==> config.mk <==
export PLATFORM = sky130hd
export DESIGN_NAME = audio_dac_tx
export DESIGN_NICKNAME = d
export VERILOG_FILES = /design/src/rtl/audio_dac_tx.sv
export SDC_FILE = /design/constraint.sdc
export NUM_CORES = 1
export LEC_CHECK = 0
export BUFFER_PORTS_ARGS = -buffer_cell sky130_fd_sc_hd__buf_4
export CAP_MARGIN = 10
export CORE_MARGIN = 3
export CORE_UTILIZATION = 25
export CTS_CLUSTER_SIZE = 20
export DETAILED_ROUTE_END_ITERATION = 8
export GPL_TIMING_DRIVEN = 0
export HOLD_SLACK_MARGIN = 0.02
export PLACE_DENSITY = 0.44
export SLEW_MARGIN = 0
export SYNTH_ARGS = -nofsm -noshare
export SYNTH_HDL_FRONTEND = slang
export SYNTH_SLANG_ARGS = --single-unit
==> constraint.sdc <==
create_clock -name MCLK -period 4.4 [get_ports MCLK]
set_input_delay 0.66 -clock MCLK [delete_from_list [all_inputs] [get_ports MCLK]]
set_output_delay 0.66 -clock MCLK [all_outputs]
set_load 0.01 [all_outputs]
==> src/rtl/audio_dac_tx.sv <==
// Left-justified serial audio transmitter: stereo 24-bit frames from a 2-deep FIFO,
// shifted MSB-first on AUD_DACDAT in 32-BCLK slots, codec is BCLK/LRCK master.
//
//   state      | meaning
//   WAIT_ALIGN | output held at 0, waiting for the first 0->1 LRC edge
//   RUN        | aligned to the LR clock, serialising left/right slots
module audio_dac_tx (
    input  logic        MCLK,
    input  logic        reset,
    input  logic        AUD_BCLK,
    input  logic        AUD_DACLRCK,
    output logic        AUD_DACDAT,
    input  logic [23:0] L_IN,
    input  logic [23:0] R_IN,
    input  logic        IN_VALID,
    output logic        IN_READY,
    output logic        UNDERRUN,
    output logic [15:0] UNDERRUN_CNT
);

    typedef enum logic {
        WAIT_ALIGN = 1'b0,
        RUN        = 1'b1
    } state_t;

    state_t      state;
    state_t      state_next;

    logic        bclk_s1;
    logic        bclk_s2;
    logic        bclk_s3;
    logic        lrc_s1;
    logic        lrc_s2;
    logic        lrc_prev;

    logic        bclk_fall;
    logic        left_start;
    logic        right_start;
    logic        do_left;
    logic        do_right;
    logic        do_shift;

    logic [47:0] fifo_mem [2];
    logic        wr_ptr;
    logic        rd_ptr;
    logic [1:0]  count;
    logic [47:0] head;
    logic        push;
    logic        pop;
    logic        underrun_evt;

    logic [23:0] shift_reg;
    logic [23:0] r_hold;
    logic [4:0]  bit_cnt;
    logic [4:0]  bit_cnt_inc;

    // Synchronisers keep sampling during reset so lrc_prev can track the true LRC level.
    always_ff @(posedge MCLK) begin
        bclk_s1 <= AUD_BCLK;
        bclk_s2 <= bclk_s1;
        bclk_s3 <= bclk_s2;
        lrc_s1  <= AUD_DACLRCK;
        lrc_s2  <= lrc_s1;
    end

    assign bclk_fall   = bclk_s3 & ~bclk_s2;
    assign left_start  = bclk_fall &  lrc_s2 & ~lrc_prev;
    assign right_start = bclk_fall & ~lrc_s2 &  lrc_prev;

    always_comb begin
        state_next = state;
        do_left    = 1'b0;
        do_right   = 1'b0;
        do_shift   = 1'b0;
        case (state)
            WAIT_ALIGN: begin
                if (left_start) begin
                    state_next = RUN;
                    do_left    = 1'b1;
                end
            end
            RUN: begin
                do_left  = left_start;
                do_right = right_start;
                do_shift = bclk_fall & ~left_start & ~right_start;
            end
            default: state_next = WAIT_ALIGN;
        endcase
    end

    assign IN_READY     = ~reset & (count < 2'd2);
    assign push         = IN_VALID & IN_READY;
    assign head         = fifo_mem[rd_ptr];
    assign pop          = do_left & (count != 2'd0);
    assign underrun_evt = do_left & (count == 2'd0);
    assign UNDERRUN     = underrun_evt & ~reset;
    assign bit_cnt_inc  = (bit_cnt == 5'd31) ? 5'd31 : bit_cnt + 5'd1;

    always_ff @(posedge MCLK) begin
        if (push) begin
            fifo_mem[wr_ptr] <= {L_IN, R_IN};
        end
    end

    always_ff @(posedge MCLK) begin
        if (reset) begin
            state        <= WAIT_ALIGN;
            lrc_prev     <= lrc_s2;
            wr_ptr       <= 1'b0;
            rd_ptr       <= 1'b0;
            count        <= 2'd0;
            shift_reg    <= 24'd0;
            r_hold       <= 24'd0;
            bit_cnt      <= 5'd31;
            AUD_DACDAT   <= 1'b0;
            UNDERRUN_CNT <= 16'd0;
        end else begin
            state <= state_next;
            if (bclk_fall) begin
                lrc_prev <= lrc_s2;
            end

            if (push) begin
                wr_ptr <= ~wr_ptr;
            end
            if (pop) begin
                rd_ptr <= ~rd_ptr;
            end
            case ({push, pop})
                2'b10:   count <= count + 2'd1;
                2'b01:   count <= count - 2'd1;
                default: count <= count;
            endcase

            if (do_left) begin
                bit_cnt <= 5'd0;
                if (pop) begin
                    shift_reg  <= head[47:24];
                    r_hold     <= head[23:0];
                    AUD_DACDAT <= head[47];
                end else begin
                    shift_reg  <= 24'd0;
                    r_hold     <= 24'd0;
                    AUD_DACDAT <= 1'b0;
                    if (UNDERRUN_CNT != 16'hFFFF) begin
                        UNDERRUN_CNT <= UNDERRUN_CNT + 16'd1;
                    end
                end
            end else if (do_right) begin
                bit_cnt    <= 5'd0;
                shift_reg  <= r_hold;
                AUD_DACDAT <= r_hold[23];
            end else if (do_shift) begin
                // Slots longer than 32 BCLK pin bit_cnt at 31, so the line stays low.
                bit_cnt <= bit_cnt_inc;
                if (bit_cnt_inc <= 5'd23) begin
                    AUD_DACDAT <= shift_reg[5'd23 - bit_cnt_inc];
                end else begin
                    AUD_DACDAT <= 1'b0;
                end
            end else if (state != RUN) begin
                AUD_DACDAT <= 1'b0;
            end
        end
    end

endmodule
==> out/metrics.yaml <==
status: "finished clean"
drive_gt1_share_pct: 24.7
fp.dieH_um: 174
wl_mm: 16.1
yosys.area.top_type_share_pct: 41.5
cts_setup_buffers: 0
synth_mux_area_share_pct: 8.63
crit_arrival_ns: 2.34
synthXorXnorAreaFrac_pct: 2.00
vias_per_cell: 4.36
yosys.area.top_type: "edfxtp_1"
place_area_mm2: 0.00806
crit_top_cell: "clkbuf_1"
hp-class: "in2reg"
end_kind: "output port"
critPathLaunchType: "input port"
cp_top_family: "buffers and inverters"
ys_seq_elements: 178
finalCritPeriodShare_pct: 68.1
synth_fa_ha_area_share_pct: 0.892
slowest_delay_ns: 0.59
worst_pin_slew_ns: 0.757
setup_viol: 0
syn_inst: 561
rows: 60
synth_cell_types: 59
cts_tree: "yes"
yosysSeqAreaShare_pct: 64.6
largest_reg_flops: 96
synth_ff_type: "edfxtp_1"
path_buf_inv: 4
place_congestion: 0.797
fin_area_mm2: 0.00868
cts_resized: 0
tns_ns: 0
cts_hold_buf: 0
dpl.hpwl_mm: 11.5
hold_ws_ns: 0.334
worstSetupEndpoint: "UNDERRUN"
crit_cells: 5
clk_pin_slew_ns: 0.07
maxCapViolCount: 0
min_period_ns: 3.00
grt.total_usage_pct: 10.7
finalPower_uw: 3640
grt_pass1_vias: 4729
drt-initial-drc-count: 200
required_ns: 3.74
criticalPathCategory: "in2out"
path_max_fanout: 10
synth_top_family_by_area: "compound AO/OA/AOI/OAI gates"
cts_buffers: 17
yosysMostFrequentCell: "edfxtp_1"
io_pins: 72
async_flop_share_pct: 0
die_w_um: 174
seq_area_mm2: 0.00453
h-tree-depth: 4
diodes: 0
grt_overflow_total: 0
yosys.area_share.simple_pct: 10.6
nets: 710
synth_area_leaders: "edfxtp_1 (42%), dfxtp_1 (23%), mux2_2 (4.3%)"
cts_root_buffer: "clkbuf_16"
rsz0062_at_grt: "no"
power_density_mw_per_mm2: 419
synth_area_mm2: 0.00702
r2r_cells: 9
r2r-end: "count[1]"
worstSetupStartpoint: "reset"
finalMaxSlewViolations: 0
ant_nets: 0
synthTopCellsByCount: "edfxtp_1 (97), dfxtp_1 (81), nand2_1 (58)"
min_from: "AUD_DACLRCK"
drc: 0
path_cells: "clkbuf_1 > clkbuf_1 > buf_1 > nor2_1 > buf_4"
finClkSkew_ns: 0.00916
grt_pass1_wl_mm: 25.2
firstDrtPassIters: 5
post_drt_wl_per_cell_um: 15.5
p_leak_uw: 0.00298
ys_warn_count: 0
start_util_pct: 25.7
area_delta_synth_final_pct: 23.7
synth_fp_nets: 619
avgSynthCellArea_um2: 12.5
clk_latency_ns: 0.43
grt_max_degree: 28
max_freq_mhz: 334
stdcell_count: 1037
synth-edff-count: 97
vias: 4519
antenna_found_initial: 0
port_buffers: 70
synth_compound_area_share_pct: 10.8
reg2reg_slack_ns: 1.82
clkSinkCount: 178
finalHoldViolations: 0
dp_cells: 1005
n_fill_cell: 2758
clockBufferDepth: 2
core_mm2: 0.0273
relSlewSlack_pct: 49.5
multiInputGateArea_mm2: 0.00231
crit_slowest_cell: "clkbuf_1"
dieArea_mm2: 0.0301
r2r-start: "lrc_prev"
ir_drop_uv: 268
[where the power goes]
part	switching, µW	internal (µW)
Combinational	134	103
Sequential	19.3	1810
Clock	682	890
[cell families (layout without fill, tap and decap cells)]
family / after synthesis / after routing
buffers and inverters: 39 / 143
XOR/XNOR: 16 / 16
adder cells (fa/ha/maj): 5 / 5
multiplexers: 57 / 57
AND/OR/NAND/NOR: 154 / 154
AO/OA/AOI/OAI: 112 / 112
flip-flops: 178 / 178
[routing by layer]
layer	wire length, µm	vias to the layer above	global-route usage [%]
li1	-	2230	-
met1	7550	2186	14.0
met2	7520	90	17.4
met3	767	13	2.93
met4	254	0	3.14
met5	0	-	0
[metrics by stage]
stage,util (%),worst slack [ns]
after floorplan,-,0.726
after global placement,29.4,-0.594
after detailed placement,29.6,1.40
after CTS,31.8,1.41
after global routing,31.8,1.34
final,31.8,1.40
[worst min-delay path by stage]
stage                          to  slack [ns]  cells after the start
after global placement     lrc_s2        0.32                      0
after global routing       lrc_s1        0.31                      1
final                      lrc_s1        0.33                      1
after floorplan           bclk_s2        0.31                      0
after detailed placement   lrc_s2        0.32                      0
after CTS                  lrc_s1        0.32                      1
[layout make-up]
type,count,area share [%]
inverter,7,0.303
sequential,178,52.3
clock buffer,19,5.22
tap,372,5.36
clock inverter,13,1.95
buffer,32,1.72
multi-input combinational,344,26.7
timing repair buffer,72,6.52
[layout by cell type (no fill, tap or decap), types with 3 or more instances in the layout]
| cell type | n |
|---|---|
| o22ai_1 | 5 |
| dfxtp_1 | 81 |
| mux2i_1 | 29 |
| a221o_1 | 4 |
| clkbuf_1 | 13 |
| a31oi_1 | 4 |
| or3_1 | 3 |
| nand3_1 | 10 |
| nor2b_1 | 3 |
| clkbuf_16 | 17 |
| nand2b_1 | 5 |
| edfxtp_1 | 97 |
| buf_2 | 13 |
| mux2_2 | 27 |
| nand4_1 | 3 |
| xnor2_1 | 3 |
| xor2_1 | 13 |
| and3_1 | 3 |
| nor2_1 | 51 |
| o211ai_1 | 24 |
| o21ai_0 | 25 |
| ha_1 | 5 |
| buf_4 | 73 |
| a21oi_1 | 30 |
| inv_6 | 4 |
| nand2_1 | 58 |
| inv_1 | 5 |
Note: power is estimated with default switching activity, not from simulation.
